### src/rtl/rgb_layer_arbiter.sv
// Two-stage RGB layer arbiter with frame counter and optional per-frame collision snapshot.
// Optional feature macro: RGB_ARB_COLLISION_EN (collision accumulator and snapshot handshake).
module rgb_layer_arbiter #(
    parameter int         NUM_LAYERS = 4,
    parameter logic [2:0] BG_COLOR   = 3'b000
) (
    input  logic                      clk,
    input  logic                      reset_n,
    input  logic                      hsync_in,
    input  logic                      vsync_in,
    input  logic                      vde_in,
    input  logic [NUM_LAYERS-1:0]     layer_on,
    input  logic [3*NUM_LAYERS-1:0]   layer_rgb,
    input  logic                      coll_ack,
    output logic                      hsync,
    output logic                      vsync,
    output logic                      vde,
    output logic [2:0]                rgb,
    output logic [7:0]                frame_cnt,
    output logic [NUM_LAYERS-1:0]     coll_flags,
    output logic                      coll_valid,
    output logic                      coll_overrun
);

    logic                    r_hs1;
    logic                    r_vs1;
    logic                    r_vde1;
    logic [NUM_LAYERS-1:0]   r_on1;
    logic [3*NUM_LAYERS-1:0] r_rgb1;
    logic                    r_s1_valid;
    logic                    r_vs_hist;
    logic                    r_hist_valid;

    logic [2:0]              w_pix;
    logic                    w_multi;
    logic                    w_frame_edge;

    // r_hist_valid keeps the first post-reset stage-1 sample from looking like a rising edge.
    always_ff @(posedge clk) begin
        if (!reset_n) begin
            r_hs1        <= 1'b0;
            r_vs1        <= 1'b0;
            r_vde1       <= 1'b0;
            r_on1        <= '0;
            r_rgb1       <= '0;
            r_s1_valid   <= 1'b0;
            r_vs_hist    <= 1'b0;
            r_hist_valid <= 1'b0;
        end else begin
            r_hs1        <= hsync_in;
            r_vs1        <= vsync_in;
            r_vde1       <= vde_in;
            r_on1        <= layer_on;
            r_rgb1       <= layer_rgb;
            r_s1_valid   <= 1'b1;
            r_vs_hist    <= r_vs1;
            r_hist_valid <= r_s1_valid;
        end
    end

    assign w_frame_edge = r_vs1 & ~r_vs_hist & r_hist_valid;
    assign w_multi      = (r_on1 & (r_on1 - NUM_LAYERS'(1))) != '0;

    // Walk from the highest index down so the lowest set layer wins.
    always_comb begin
        w_pix = BG_COLOR;
        for (int i = NUM_LAYERS - 1; i >= 0; i--) begin
            if (r_on1[i]) w_pix = r_rgb1[3*i +: 3];
        end
        if (!r_vde1) w_pix = 3'b000;
    end

    always_ff @(posedge clk) begin
        if (!reset_n) begin
            hsync     <= 1'b0;
            vsync     <= 1'b0;
            vde       <= 1'b0;
            rgb       <= 3'b000;
            frame_cnt <= 8'd0;
        end else begin
            hsync <= r_hs1;
            vsync <= r_vs1;
            vde   <= r_vde1;
            rgb   <= w_pix;
            if (w_frame_edge) frame_cnt <= frame_cnt + 8'd1;
        end
    end

`ifdef RGB_ARB_COLLISION_EN
    logic [NUM_LAYERS-1:0] r_acc;
    logic                  w_coll_hit;

    assign w_coll_hit = r_vde1 & w_multi;

    // A collision pixel on the frame-edge cycle seeds the fresh accumulator.
    always_ff @(posedge clk) begin
        if (!reset_n) begin
            r_acc        <= '0;
            coll_flags   <= '0;
            coll_valid   <= 1'b0;
            coll_overrun <= 1'b0;
        end else begin
            if (w_frame_edge) begin
                r_acc      <= w_coll_hit ? r_on1 : '0;
                coll_flags <= r_acc;
                coll_valid <= 1'b1;
            end else begin
                if (w_coll_hit) r_acc <= r_acc | r_on1;
                if (coll_ack) coll_valid <= 1'b0;
            end
            if (coll_valid && coll_ack)
                coll_overrun <= 1'b0;
            else if (w_frame_edge && coll_valid)
                coll_overrun <= 1'b1;
        end
    end
`else
    logic w_unused_coll;

    assign w_unused_coll = coll_ack | w_multi;
    assign coll_flags    = '0;
    assign coll_valid    = 1'b0;
    assign coll_overrun  = 1'b0;
`endif

endmodule

### config.mk
export PLATFORM = sky130hd
export DESIGN_NAME = rgb_layer_arbiter
export DESIGN_NICKNAME = d
export VERILOG_FILES = /design/src/rtl/rgb_layer_arbiter.sv
export SDC_FILE = /design/constraint.sdc
export NUM_CORES = 1
export LEC_CHECK = 0
export ABC_AREA = 1
export BUFFER_PORTS_ARGS = -buffer_cell sky130_fd_sc_hd__buf_2
export CORE_ASPECT_RATIO = 0.8
export CORE_MARGIN = 8
export CORE_UTILIZATION = 49
export CTS_CLUSTER_DIAMETER = 80
export DETAILED_ROUTE_END_ITERATION = 16
export GPL_TIMING_DRIVEN = 0
export PLACE_DENSITY = 0.77
export SLEW_MARGIN = 15
export SYNTH_ARGS = -nofsm -noshare
export SYNTH_HDL_FRONTEND = slang
export SYNTH_SLANG_ARGS = --single-unit
export TNS_END_PERCENT = 20
### constraint.sdc
create_clock -name clk -period 1.1 [get_ports clk]
set_input_delay 0.275 -clock clk [delete_from_list [all_inputs] [get_ports clk]]
set_output_delay 0.275 -clock clk [all_outputs]
set_load 0.01 [all_outputs]
After elaboration in Yosys (flattened, before gate mapping)

Index checks and enable logic that the tools add are counted.

Output and inout port bits: 20
Bits in registers: 35
Input bits: 22

Bitwise logic cells: 3
Reductions and logical operators: 1
Multiplexer cells: 5
$add $sub $neg: 1

Operator list:

| kind                                        | number |
|---|---|
| 2-to-1 mux 3 bit                            | 4 |
| adder 8 x 1 -> 8 bit, second input constant | 1 |
| bitwise AND 1 bit                           | 2 |
| AND reduction 2 bit                         | 1 |
| 2-to-1 mux 1 bit                            | 1 |
| NOT 1 bit                                   | 1 |

Logic depth before layout (Yosys ltp)

Depth after elaboration: 4
Depth in mapped cells: 7
Gate-level depth less buffers: 7

Worst setup path before layout

No wires, ideal clock.

Kind: reg-to-reg
Start point: reg frame_cnt[1]
End point: reg frame_cnt[2]
Data required time: 0.985 ns
Cell stages (with the launch flop): 6
Setup slack: 0.015 ns
Data arrival time: 0.969 ns
Cell sequence: dfxtp_1 > ha_1 > inv_1 > nor2_4 > nand2_1 > and3_1

Longest elaborated chain between the ends: 1

Ends and longest elaborated chain:

| item                     | line | RTL |
|---|---|---|
| start: declaration       | 19   | `output logic [7:0] frame_cnt,` |
| start signal: assignment | 85   | `if (w_frame_edge) frame_cnt <= frame_cnt + 8'd1;` |
| adder 8 x 1 -> 8 bit     | 85   |  |

Every way passes these cells.
A chain may end at the register's enable or synchronous reset.

Final worst setup path

Start point: reg frame_cnt[1]
End point: out frame_cnt[1]

No word-level cell between the ends.

==> results.toml <==
[status]
status = "finished, violations left"
violations = "setup timing"

[global_route]
grt_max_degree = 12
grt_usage_pct = 12.3
first_global_vias = 1041
antenna_found_initial = 0
gr-total-overflow = 0
grt_first_pass_wirelength_mm = 4.33

[power]
p_clk_share_pct = 38.7
p_comb_share_pct = 7.0
powerDensity_mw_per_mm2 = 1400
power_frac_seq_pct = 54.3
internal-power_mw = 1.93
p_switching_uw = 532
switching_share_pct = 21.6
p_leak_nw = 0.993
ir_worst_vdd_mv = 0.889

[floorplan]
start_util_pct = 52.6
design.core.area_sq_mm = 0.00248
die_h_microns = 62.2
num_rows = 16
die_w_microns = 73.7
dieArea_sq_mm = 0.00458
num_io_pins = 42

[yosys]
syn_area_per_cell_sq_um = 7.82
synthCells = 167
seq_area_frac_synth_pct = 53.6
synth-seq-cells = 35
synth.distinct_cells = 19
yosysWarnings = 0
netlist_area_sq_mm = 0.00131

[setup_path]
critPathArrivalTime_ns = 0.84
critical_path_class = "register to output pin"
r2r_start = "frame_cnt[0]"
critPathTopFamily = "flip-flops"
cp-end-kind = "output pin"
cpPeakStageDelay_ns = 0.38
path_max_fanout = 4
path_buf_inv = 1
crit_path_start = "frame_cnt[1]"
start_kind = "register"
cp.required_ns = 0.82
critPathSlowestCell = "dfxtp_4"
crit_chain = "buf_6"

[place]
post-place-cells = 242
dpl.hpwl_mm = 1.93
portBuffers = 34
place_congestion = 0.764

[cts]
cts.sinks = 35
cts_hold_buf = 0
clock_path_buffers = 2
cts-root-buf = "clkbuf_4"
clk_pin_slew_ns = 0.12
numCtsBuffers = 5
cts_tree = "done"
htreeDepth = 2
clock_latency_ns = 0.34

[sta]
layout_setup_ws_ns = -0.0137
hold_viol = 0
period_needed_ns = 1.11
whs_ns = 0.0756
tns_ns = -0.0255
fmax_ghz = 0.898
finalSetupViolCount = 3
grt_setup_unrepaired = "true"
skew_ns = 0.0187
slew_violations = 0
fin_crit_sh_pct = 101

[route]
via_count = 1094
via_per_inst = 4.27
firstDrtPassIters = 4
dr.first_iter.drc_count = 93
drc = 0
totalWireLength_mm = 2.78
wl_per_cell_microns = 10.9
ant_nets = 0

[hold_path]
min_path_type = "input port to register"
worstHoldStart = "reset_n"

[flow_run]
drv_cap = 0

[finish]
instances_no_fill = 256
layout-drive-gt1-share_pct = 35.0
final_nets = 242
finish.utilization_pct = 70.9
area_growth_pct = 34.8
diodes = 0
==> metal layers <==
metal / part of all wire [%] / global-route usage (%) / vias to the layer above
li1: - / - / 583
met1: 40 / 12.0 / 471
met2: 48 / 19.7 / 35
met3: 9.2 / 5.13 / 5
met4: 2.6 / 9.95 / 0
met5: 0 / 0 / -
==> cells by family (layout without fill, tap and decap cells) <==
group	count (synthesis)	in the layout	share of synthesized area, %
simple gates	65	65	22.9
buf+inv	49	97	15.9
fa+ha+maj	1	1	0.958
compound gates	16	16	6.32
flops	35	35	53.6
other cells	1	6	0.287
==> cell type report <==
type,count,area (sq um)
Fill cell,217,722
Buffer,9,57.6
Sequential cell,35,721
Inverter,40,150
Timing Repair Buffer,40,275
Multi-Input combinational cell,88,425
Tap cell,36,45.0
Clock buffer,6,51.3
Clock inverter,2,35.0
==> state kept, by name, indices dropped and copies added (netlist names), 3 cells and up <==
name       count
r_rgb1        12
frame_cnt      8
r_on1          4
rgb            3
==> metrics by stage <==
step                      total power [mW]  cell area [sq um]  setup WS [ns]
final                                 2.47               1760        -0.0137
after global routing                  2.58               1760        -0.0736
after CTS                             2.47               1710        -0.0151
after floorplan                       1.46               1330         0.0155
after global placement                1.52               1540         0.0377
after detailed placement              1.53               1540         0.0132
==> what timing repair did <==
| action | CTS | global route |
|---|---|---|
| gates resized for setup | 16 | 13 |
| setup buffers | 3 | 3 |
| pin swaps | 0 | 6 |
| setup endpoints to repair | 11 | 16 |
==> power by group through the flow <==
stage               Clock (mW)  Sequential, mW  Combinational [mW]
global route              1.04            1.34               0.196
global placement             0            1.37               0.155
floorplan                    0            1.37              0.0942
finish                   0.955            1.34               0.172
CTS                      0.966            1.34               0.166
detailed placement           0            1.37               0.160
==> path summary, 6_finish.rpt <==
check / endpoint / slack [ns] / depth (start not counted)
setup / recovery: frame_cnt[1] / -0.01 / 1
hold / removal: r_s1_valid / 0.08 / 1
setup reg to reg: frame_cnt[7] / 0 / 6
hold reg to reg: r_hist_valid / 0.42 / 2
==> synth_stat cells <==
cell	n	area [sq um]
o21ai_1	1	5.00
buf_4	6	45.0
nand4_1	2	12.5
a21oi_1	9	45.0
nand3_1	5	25.0
dfxtp_1	35	701
o21ai_0	5	25.0
conb_1	1	3.75
buf_2	1	5.00
nand3_4	1	17.5
inv_1	40	150
nor2_4	2	22.5
nor2_1	6	22.5
and3_1	1	6.26
ha_1	1	12.5
o21bai_1	1	7.51
nand2_1	46	173
clkbuf_1	2	7.51
nand3_2	2	20.0
==> layout by cell type (no fill, tap or decap), types with 2 or more instances in the layout <==
cell type,instances
nor2_4,2
dfxtp_2,10
buf_2,26
clkbuf_4,5
nand3_2,2
o21ai_0,5
inv_2,2
dfxtp_4,2
nand2_1,44
nand2_2,2
nand3_1,5
nand4_1,2
buf_4,11
dfxtp_1,23
clkbuf_1,2
a21oi_1,9
conb_1,6
buf_6,10
inv_1,38
nor2_1,6
Power figures use the tool's default switching activity.
